<file path="src/rtl/mem_arbiter_pkg.sv">
// Shared types and helpers for the two-port memory-bus arbiter.
// Holds FSM/port enums, counter width and the ROM/RAM region decode.
package mem_arbiter_pkg;

  localparam int unsigned CntW = 4;

  typedef enum logic [1:0] {
    IDLE,
    ACCESS,
    DONE
  } state_t;

  typedef enum logic {
    PORT_CPU,
    PORT_DMA
  } port_t;

  // Unsigned compare: everything at or above base is RAM.
  function automatic logic is_ram(logic [15:0] addr, logic [15:0] base);
    return addr >= base;
  endfunction

endpackage

</file>
<file path="src/rtl/mem_arbiter_if.sv">
// Bus bundle between the requesters/memory side and the arbiter.
// master = CPU, DMA and ROM/RAM mux; slave = the arbiter itself.
interface mem_arbiter_if;

  logic        CPU_REQ;
  logic        CPU_WE;
  logic [15:0] CPU_ADDR;
  logic [7:0]  CPU_WDATA;
  logic [7:0]  CPU_RDATA;
  logic        CPU_ACK;

  logic        DMA_REQ;
  logic        DMA_WE;
  logic [15:0] DMA_ADDR;
  logic [7:0]  DMA_WDATA;
  logic [7:0]  DMA_RDATA;
  logic        DMA_ACK;

  logic [15:0] MEM_ADDR;
  logic [7:0]  MEM_WDATA;
  logic [7:0]  MEM_RDATA;
  logic        ROM_OE;
  logic        RAM_OE;
  logic        RAM_WE;
  logic        WERR;

  modport master (
    output CPU_REQ, CPU_WE, CPU_ADDR, CPU_WDATA,
    input  CPU_RDATA, CPU_ACK,
    output DMA_REQ, DMA_WE, DMA_ADDR, DMA_WDATA,
    input  DMA_RDATA, DMA_ACK,
    input  MEM_ADDR, MEM_WDATA, ROM_OE, RAM_OE, RAM_WE, WERR,
    output MEM_RDATA
  );

  modport slave (
    input  CPU_REQ, CPU_WE, CPU_ADDR, CPU_WDATA,
    output CPU_RDATA, CPU_ACK,
    input  DMA_REQ, DMA_WE, DMA_ADDR, DMA_WDATA,
    output DMA_RDATA, DMA_ACK,
    output MEM_ADDR, MEM_WDATA, ROM_OE, RAM_OE, RAM_WE, WERR,
    input  MEM_RDATA
  );

endinterface

</file>
<file path="src/rtl/mem_rr_arbiter.sv">
// Two-requester round-robin grant. last_grant_q starts at DMA so the
// CPU wins the first tie; it is updated only when upd_i is strobed.
module mem_rr_arbiter
  import mem_arbiter_pkg::*;
(
  input  logic  CLK,
  input  logic  RST,
  input  logic  req_cpu_i,
  input  logic  req_dma_i,
  input  logic  upd_i,
  input  port_t upd_port_i,
  output logic  gnt_valid_o,
  output port_t gnt_port_o
);

  port_t last_grant_q;

  always_ff @(posedge CLK) begin
    if (RST) begin
      last_grant_q <= PORT_DMA;
    end else if (upd_i) begin
      last_grant_q <= upd_port_i;
    end
  end

  always_comb begin
    gnt_valid_o = req_cpu_i | req_dma_i;
    gnt_port_o  = PORT_CPU;
    if (req_cpu_i && req_dma_i) begin
      gnt_port_o = (last_grant_q == PORT_CPU) ? PORT_DMA : PORT_CPU;
    end else if (req_dma_i) begin
      gnt_port_o = PORT_DMA;
    end
  end

endmodule

</file>
<file path="src/rtl/mem_arbiter.sv">
// Shares one 16-bit address / 8-bit data memory bus between CPU and DMA,
// with round-robin grant and counted per-region wait states.
module mem_arbiter
  import mem_arbiter_pkg::*;
#(
  parameter int unsigned ROM_WAIT = 9,
  parameter int unsigned RAM_WAIT = 1,
  parameter logic [15:0] RAM_BASE = 16'h8000
) (
  input logic          CLK,
  input logic          RST,
  mem_arbiter_if.slave bus
);

  state_t            state_q;
  port_t             port_q;
  logic              we_q;
  logic [15:0]       addr_q;
  logic [7:0]        wdata_q;
  logic [CntW-1:0]   cnt_q;
  logic [7:0]        cpu_rdata_q, dma_rdata_q;
  logic              cpu_ack_q, dma_ack_q, werr_q;
  logic              rom_oe_q, ram_oe_q, ram_we_q;

  logic              gnt_valid;
  port_t             gnt_port;
  logic              gnt_we;
  logic [15:0]       gnt_addr;
  logic [7:0]        gnt_wdata;
  logic              gnt_ram;

  mem_rr_arbiter u_rr (
    .CLK        (CLK),
    .RST        (RST),
    .req_cpu_i  (bus.CPU_REQ),
    .req_dma_i  (bus.DMA_REQ),
    .upd_i      (state_q == DONE),
    .upd_port_i (port_q),
    .gnt_valid_o(gnt_valid),
    .gnt_port_o (gnt_port)
  );

  always_comb begin
    gnt_we    = (gnt_port == PORT_CPU) ? bus.CPU_WE    : bus.DMA_WE;
    gnt_addr  = (gnt_port == PORT_CPU) ? bus.CPU_ADDR  : bus.DMA_ADDR;
    gnt_wdata = (gnt_port == PORT_CPU) ? bus.CPU_WDATA : bus.DMA_WDATA;
    gnt_ram   = is_ram(gnt_addr, RAM_BASE);
  end

  always_ff @(posedge CLK) begin
    if (RST) begin
      state_q     <= IDLE;
      port_q      <= PORT_CPU;
      we_q        <= 1'b0;
      addr_q      <= '0;
      wdata_q     <= '0;
      cnt_q       <= '0;
      cpu_rdata_q <= '0;
      dma_rdata_q <= '0;
      cpu_ack_q   <= 1'b0;
      dma_ack_q   <= 1'b0;
      werr_q      <= 1'b0;
      rom_oe_q    <= 1'b0;
      ram_oe_q    <= 1'b0;
      ram_we_q    <= 1'b0;
    end else begin
      cpu_ack_q <= 1'b0;
      dma_ack_q <= 1'b0;
      werr_q    <= 1'b0;
      unique case (state_q)
        IDLE: begin
          if (gnt_valid) begin
            port_q   <= gnt_port;
            we_q     <= gnt_we;
            addr_q   <= gnt_addr;
            wdata_q  <= gnt_wdata;
            cnt_q    <= gnt_ram ? CntW'(RAM_WAIT) : CntW'(ROM_WAIT);
            rom_oe_q <= !gnt_ram && !gnt_we;
            ram_oe_q <= gnt_ram && !gnt_we;
            ram_we_q <= gnt_ram && gnt_we;
            state_q  <= ACCESS;
          end
        end
        ACCESS: begin
          if (cnt_q == '0) begin
            if (!we_q) begin
              if (port_q == PORT_CPU) cpu_rdata_q <= bus.MEM_RDATA;
              else                    dma_rdata_q <= bus.MEM_RDATA;
            end
            cpu_ack_q <= (port_q == PORT_CPU);
            dma_ack_q <= (port_q == PORT_DMA);
            // ROM writes complete normally but are flagged.
            werr_q    <= we_q && !is_ram(addr_q, RAM_BASE);
            rom_oe_q  <= 1'b0;
            ram_oe_q  <= 1'b0;
            ram_we_q  <= 1'b0;
            state_q   <= DONE;
          end else begin
            cnt_q <= cnt_q - 1'b1;
          end
        end
        DONE: begin
          state_q <= IDLE;
        end
        default: begin
          state_q <= IDLE;
        end
      endcase
    end
  end

  assign bus.MEM_ADDR  = addr_q;
  assign bus.MEM_WDATA = wdata_q;
  assign bus.ROM_OE    = rom_oe_q;
  assign bus.RAM_OE    = ram_oe_q;
  assign bus.RAM_WE    = ram_we_q;
  assign bus.WERR      = werr_q;
  assign bus.CPU_RDATA = cpu_rdata_q;
  assign bus.DMA_RDATA = dma_rdata_q;
  assign bus.CPU_ACK   = cpu_ack_q;
  assign bus.DMA_ACK   = dma_ack_q;

endmodule

</file>
<file path="src/flat_wrapper.sv">
// flat-port wrapper written by rule: the top's interface ports become plain ports
module mem_arbiter_flat import mem_arbiter_pkg::*;
#(
  parameter int unsigned ROM_WAIT = 9,
  parameter int unsigned RAM_WAIT = 1,
  parameter logic [15:0] RAM_BASE = 16'h8000
)
  (CLK, RST, bus_CPU_REQ, bus_CPU_WE, bus_CPU_ADDR, bus_CPU_WDATA, bus_CPU_RDATA, bus_CPU_ACK, bus_DMA_REQ, bus_DMA_WE, bus_DMA_ADDR, bus_DMA_WDATA, bus_DMA_RDATA, bus_DMA_ACK, bus_MEM_ADDR, bus_MEM_WDATA, bus_ROM_OE, bus_RAM_OE, bus_RAM_WE, bus_WERR, bus_MEM_RDATA);
  mem_arbiter_if bus_i ();
  input logic CLK;
  input logic RST;
  input wire logic [$bits(bus_i.CPU_REQ)-1:0] bus_CPU_REQ;
  input wire logic [$bits(bus_i.CPU_WE)-1:0] bus_CPU_WE;
  input wire logic [$bits(bus_i.CPU_ADDR)-1:0] bus_CPU_ADDR;
  input wire logic [$bits(bus_i.CPU_WDATA)-1:0] bus_CPU_WDATA;
  output wire logic [$bits(bus_i.CPU_RDATA)-1:0] bus_CPU_RDATA;
  output wire logic [$bits(bus_i.CPU_ACK)-1:0] bus_CPU_ACK;
  input wire logic [$bits(bus_i.DMA_REQ)-1:0] bus_DMA_REQ;
  input wire logic [$bits(bus_i.DMA_WE)-1:0] bus_DMA_WE;
  input wire logic [$bits(bus_i.DMA_ADDR)-1:0] bus_DMA_ADDR;
  input wire logic [$bits(bus_i.DMA_WDATA)-1:0] bus_DMA_WDATA;
  output wire logic [$bits(bus_i.DMA_RDATA)-1:0] bus_DMA_RDATA;
  output wire logic [$bits(bus_i.DMA_ACK)-1:0] bus_DMA_ACK;
  output wire logic [$bits(bus_i.MEM_ADDR)-1:0] bus_MEM_ADDR;
  output wire logic [$bits(bus_i.MEM_WDATA)-1:0] bus_MEM_WDATA;
  output wire logic [$bits(bus_i.ROM_OE)-1:0] bus_ROM_OE;
  output wire logic [$bits(bus_i.RAM_OE)-1:0] bus_RAM_OE;
  output wire logic [$bits(bus_i.RAM_WE)-1:0] bus_RAM_WE;
  output wire logic [$bits(bus_i.WERR)-1:0] bus_WERR;
  input wire logic [$bits(bus_i.MEM_RDATA)-1:0] bus_MEM_RDATA;
  assign bus_i.CPU_REQ = bus_CPU_REQ;
  assign bus_i.CPU_WE = bus_CPU_WE;
  assign bus_i.CPU_ADDR = bus_CPU_ADDR;
  assign bus_i.CPU_WDATA = bus_CPU_WDATA;
  assign bus_CPU_RDATA = bus_i.CPU_RDATA;
  assign bus_CPU_ACK = bus_i.CPU_ACK;
  assign bus_i.DMA_REQ = bus_DMA_REQ;
  assign bus_i.DMA_WE = bus_DMA_WE;
  assign bus_i.DMA_ADDR = bus_DMA_ADDR;
  assign bus_i.DMA_WDATA = bus_DMA_WDATA;
  assign bus_DMA_RDATA = bus_i.DMA_RDATA;
  assign bus_DMA_ACK = bus_i.DMA_ACK;
  assign bus_MEM_ADDR = bus_i.MEM_ADDR;
  assign bus_MEM_WDATA = bus_i.MEM_WDATA;
  assign bus_ROM_OE = bus_i.ROM_OE;
  assign bus_RAM_OE = bus_i.RAM_OE;
  assign bus_RAM_WE = bus_i.RAM_WE;
  assign bus_WERR = bus_i.WERR;
  assign bus_i.MEM_RDATA = bus_MEM_RDATA;
  mem_arbiter #(.ROM_WAIT(ROM_WAIT), .RAM_WAIT(RAM_WAIT), .RAM_BASE(RAM_BASE)) u_core (.CLK(CLK), .RST(RST), .bus(bus_i));
endmodule
</file>
<file path="config.mk">
export PLATFORM = sky130hd
export DESIGN_NAME = mem_arbiter_flat
export DESIGN_NICKNAME = d
export VERILOG_FILES = /design/src/rtl/mem_arbiter_pkg.sv /design/src/rtl/mem_arbiter_if.sv /design/src/rtl/mem_rr_arbiter.sv /design/src/rtl/mem_arbiter.sv /design/src/flat_wrapper.sv
export SDC_FILE = /design/constraint.sdc
export NUM_CORES = 1
export LEC_CHECK = 0
export BUFFER_PORTS_ARGS = -buffer_cell sky130_fd_sc_hd__clkbuf_2
export CORE_ASPECT_RATIO = 0.9
export CORE_MARGIN = 8
export CORE_UTILIZATION = 47
export DETAILED_ROUTE_END_ITERATION = 10
export PLACE_DENSITY_LB_ADDON = 0.25
export SETUP_SLACK_MARGIN = 0.1
export SYNTH_ARGS = -nofsm -noshare
export SYNTH_HDL_FRONTEND = slang
export SYNTH_HIERARCHICAL = 1
export SYNTH_SLANG_ARGS = --single-unit
export TNS_END_PERCENT = 10
</file>
<file path="constraint.sdc">
create_clock -name CLK -period 2 [get_ports CLK]
set_input_delay 0.3 -clock CLK [delete_from_list [all_inputs] [get_ports CLK]]
set_output_delay 0.3 -clock CLK [all_outputs]
set_load 0.05 [all_outputs]
</file>
Word level (Yosys, flattened, before mapping):

Index checks and enable logic that the tools add are counted.
W data, S select, Z words.

* register bits after elaboration: 55
* input bits: 62
* output and inout bits: 46
* logic and storage cells: 66

* add/sub/neg operators: 1
* order comparisons: 2
* eq/ne operators: 5
* muxes and demuxes: 20
* bitwise gates (word level): 5
* reduce and logical (&&, ||, !) cells: 18

Operators with widths (number)
* $ge A16 B16 Y1 const B: 2
* $mux W16: 1
* $mux W4: 3
* $mux W1: 8
* $mux W8: 1
* $pmux W4 S2: 1
* $reduce_and A4 Y1: 2
* $pmux W1 S2: 3
* $reduce_and A3 Y1: 2
* $logic_and A1 B1 Y1: 5
* $logic_not A4 Y1: 1
* $mux W2: 2
* $ne A2 B1 Y1 const B: 2
* $not A1 Y1: 4
* $pmux W2 S2: 1
* $reduce_and A2 Y1: 2
* $sub A4 B1 Y4 const B: 1
* $logic_not A1 Y1: 3
* $reduce_or A3 Y1: 1
* $eq A2 B1 Y1 const B: 1
* $eq A2 B2 Y1 const B: 1
* $logic_not A2 Y1: 1
* $ne A2 B2 Y1 const B: 1
* $reduce_bool A2 Y1: 1
* $or A1 B1 Y1: 1

Depth between registers and ports, before layout:

* depth in word-level cells: 8
* depth in mapped cells: 7
* gate-level depth less buffers: 6

Hierarchy:

The synthesis kept the hierarchy.

Modules (own cells, without submodules)
* mem_arbiter: instances 1, cells an instance 254, area each 2358.5 um^2, seq. area each 1081.0 um^2
* mem_rr_arbiter: instances 1, cells an instance 5, area each 48.8 um^2, seq. area each 20.0 um^2

Worst setup path after synthesis:

Ideal clock, no wire load.

* path type: flip-flop to flip-flop
* from: register u_core.cnt_q[0]
* to: register u_core.werr_q, in the netlist u_core/bus.WERR
* library setup time: 0.076 ns
* data arrival time: 1.596 ns
* data required time: 1.924 ns
* path slack: 0.328 ns
* cell stages (with the launch flop): 7
* buffers on the path: 1
* period minus slack after synthesis: 1.672 ns
* path through: dfxtp_1 -> inv_1 -> ha_1 -> or3b_1 -> buf_6 -> or3_4 -> nor3b_2

* cells in the longest elaborated chain, start to end: 3

RTL lines
* start, declared: line mem_arbiter.sv:20 `logic [CntW-1:0] cnt_q;`
* start signal, assigned: line mem_arbiter.sv:77 `cnt_q <= gnt_ram ? CntW'(RAM_WAIT) : CntW'(ROM_WAIT);`
* start signal, assigned: line mem_arbiter.sv:99 `cnt_q <= cnt_q - 1'b1;`
* $logic_not A4 Y1: line mem_arbiter.sv:85 `if (cnt_q == '0) begin`
* $not A1 Y1 (no source line)
* $reduce_or A3 Y1 (no source line)
* end signal, assigned: line mem_arbiter.sv:93 `werr_q <= we_q && !is_ram(addr_q, RAM_BASE);`
* end, declared: line mem_arbiter.sv:22 `logic cpu_ack_q, dma_ack_q, werr_q;`

No other way between the ends.
A chain may end at the register's enable or synchronous reset.

Final worst setup path:

* from: register u_core.state_q[0]
* to: register u_core.cpu_rdata_q[4], in the netlist u_core/bus.CPU_RDATA[4]

* cells in the longest elaborated chain, start to end: 2

RTL lines
* start, declared: line mem_arbiter.sv:15 `state_t state_q;`
* start signal, assigned: line mem_arbiter.sv:52 `state_q <= IDLE;`
* start signal, assigned: line mem_arbiter.sv:81 `state_q <= ACCESS;`
* start signal, assigned: line mem_arbiter.sv:97 `state_q <= DONE;`
* $eq A2 B1 Y1: line mem_arbiter.sv:70 `unique case (state_q)`
* $reduce_and A4 Y1 (no source line)
* end signal, assigned: line mem_arbiter.sv:87 `if (port_q == PORT_CPU) cpu_rdata_q <= bus.MEM_RDATA;`
* end, declared: line mem_arbiter.sv:21 `logic [7:0] cpu_rdata_q, dma_rdata_q;`

No other way between the ends.

==> results.md <==
- CTS resizes: 0
- PwrDens: 1010 nW/um2
- Syn avg cell area: 9.29 um2
- Layout area overhead: 30.3%
- Peak VDD IR: 532 uV
- Area occupied by multi-input gates: 1210 um2
- Syn Inst Count: 259
- Critical Path RT: 2.19 ns
- Die width: 91.4 um
- Overall Power: 3180 uW
- Layout Nets: 423
- Max-cap violations: 0
- Synth Area in XOR/XNOR: 0%
- Post-Syn Area: 2410 um2
- Vias in the first global route: 2219
- DRC viols: 0
- Final Hold Fails: 0
- HPWL after detailed placement: 4.93 mm
- Fin util: 64.1%
- Data arrival, critical path: 1.89 ns
- Final Max Tran Viols: 0
- Synth Area in Compound Gates: 18.7%
- Skew final: 0.0105 ns
- Starting Density: 49.2%
- Status: finished, final reports clean
- Crit Path Class: reg -> reg
- Max clock buf depth: 2
- I/O Buffers: 107
- Routed WL: 6.47 mm
- Achievable Freq: 588 MHz
- DRT iter0 DRCs: 130
- Global route overflow: 0
- Antenna violations before repair: 0
- Startpoint Class: register
- FF-to-FF setup slack: 0.30 ns
- RSZ-0062 raised after global routing: false
- Post-DRT Antenna Nets: 0
- EDFF count, synth: 0
- Ant. Diodes: 0
- Post-synth ARST share: 0%
- Final setup fails: 0
- Pre-Repair DR Iteration Count: 5
- Via count: 2316
- Final TNS setup: 0 ns
- Leakage: 0.00139 uW
- Post-synthesis simple-gate area fraction: 18.0%
- Worst-Skew Late Latency: 0.30 ns
- Hold Crit Class: in -> reg
- Die ar.: 7670 um2
- Post-Syn Nets: 322
- TritonCTS clock tree: done
- Vias per Instance: 5.44
- Die H: 83.9 um
- Root Driver: clkbuf_8
- Crit-path max FO: 14
- Post-CTS Setup Repair Bufs: 0
- Tcrit/Tclk final: 85.0%
- Adder-cell share of the synthesized area: 0.520%
- Max_slew headroom: 72.4%
- Clock buffer count from CTS: 5
- Crit path time final: 1.70 ns
- Row cnt: 24
- CP endpoint kind: register
- Share of cells above drive strength 1: 38.0%
- Multiplexer area fraction after synthesis: 12.2%
- Max H-tree Level: 2
- Per-cell routed wire length: 15.2 um
- Clock Sinks: 55
- Top FF cell, synth: dfxtp_1
- Largest family of logic cells by synthesized area: compound AO/OA/AOI/OAI gates
- Clk pin slew, worst setup/hold paths: 0.10 ns
- Gr usage total: 16.4%
- Cts hold-fix bufs: 0
- Final Wtd Congestion: 0.867
- Boundary Pins: 108
- Seq/Total Area, Yosys: 45.7%
- #FFs+latches synth: 55
- Distinct cells, synth: 43
- Largest net degree at the start of global routing: 53
- Ys Warns: 6
- CORE AREA: 4890 um2
- Slew @ Worst Pin: 0.415 ns
- Fillers: 433
- First-pass GRT wire length: 10.6 mm
- Sequential cell area: 1100 um2
==> placed cells by master (no fill, tap or decap), types with 3 or more instances in the layout <==
cell / instances
clkbuf_2: 107
dfxtp_1: 55
nor2_1: 28
mux2i_1: 27
a211oi_1: 26
a21oi_1: 20
nand3_1: 20
o21ai_0: 17
buf_4: 8
clkbuf_8: 6
nand2b_1: 4
inv_1: 3
nor2b_1: 3
nor3b_2: 3
==> final timing paths <==
path         depth (start not counted)                       to                     from
max                                  3  u_core/bus.CPU_RDATA[4]        u_core/state_q[0]
min                                  3  u_core/bus.CPU_RDATA[5]         bus_MEM_RDATA[5]
max reg2reg                          3  u_core/bus.CPU_RDATA[4]        u_core/state_q[0]
min reg2reg                          1          u_core/bus.WERR  u_core/bus.MEM_ADDR[15]
==> kinds of logic after synthesis <==
kind of cell    count (synthesis)
compound gates                 72
simple gates                   76
flops                          55
buf+inv                        26
fa+ha+maj                       1
mux                            29
==> critical path: stages (launching register included) <==
cell	delay [ns]
dfxtp_1	0.56
or4b_2	0.73
o21ai_0	0.21
a21oi_1	0.09
==> power by group <==
| part | total (uW) | internal, uW | switching [uW] |
|---|---|---|---|
| Combinational | 1120 | 352 | 765 |
| Clock | 744 | 405 | 339 |
| Sequential | 1310 | 1220 | 90.5 |
| Total | 3180 | 1980 | 1190 |
==> cell usage after synthesis (2+ instances only) <==
library cell  number  share of area [%]
dfxtp_1           55                 46
nor2_1            28                4.4
mux2i_1           27                 11
a211oi_1          26                8.1
a21oi_1           20                4.2
nand3_1           20                4.2
o21ai_0           17                3.5
clkbuf_1          10                1.6
buf_2              8                1.7
nand2b_1           4                1.0
inv_1              3               0.47
nor2b_1            3               0.78
a31oi_1            2               0.52
buf_1              2               0.31
mux2_2             2               0.94
nand2_1            2               0.31
nor3b_1            2               0.62
nor3b_2            2                1.0
or4_1              2               0.62
==> registers in the layout (all words and copies together) (netlist names) <==
register and cells:
u_core/bus.RAM_OE 1, u_core/cnt_q 4, u_core/bus.MEM_ADDR 16, u_core/bus.CPU_RDATA 8, u_core/bus.ROM_OE 1, u_core/bus.DMA_ACK 1
u_core/state_q 2, u_core/port_q 1, u_core/bus.DMA_RDATA 8, u_core/bus.MEM_WDATA 8, u_core/we_q 1, u_core/u_rr/last_grant_q 1
u_core/bus.CPU_ACK 1, u_core/bus.RAM_WE 1, u_core/bus.WERR 1
==> cell type report <==
type,count,area share (%)
timing repair buffer,116,19.6
inverter,4,0.479
tap,65,2.59
multi-input combinational,178,38.5
sequential,55,35.1
clock inverter,2,1.12
clock buffer,6,2.63
==> layer usage <==
layer | vias up | global-route usage (%) | wire [um]
met5 | - | 0 | 0
met4 | 0 | 5.20 | 83
met3 | 7 | 6.03 | 584
met2 | 99 | 26.7 | 3030
met1 | 1055 | 19.5 | 2770
li1 | 1155 | - | -
==> stage by stage <==
stage                     hold WS [ns]  worst slack, ns  area, um2  instances
after floorplan                  0.399            0.328       2410        259
after global placement           0.463            0.375       3020        418
after detailed placement         0.463            0.326       3020        418
after CTS                        0.228            0.303       3140        426
after global routing             0.232            0.151       3140        426
final                            0.242            0.300       3140        426
(Power assumes the default switching activity.)
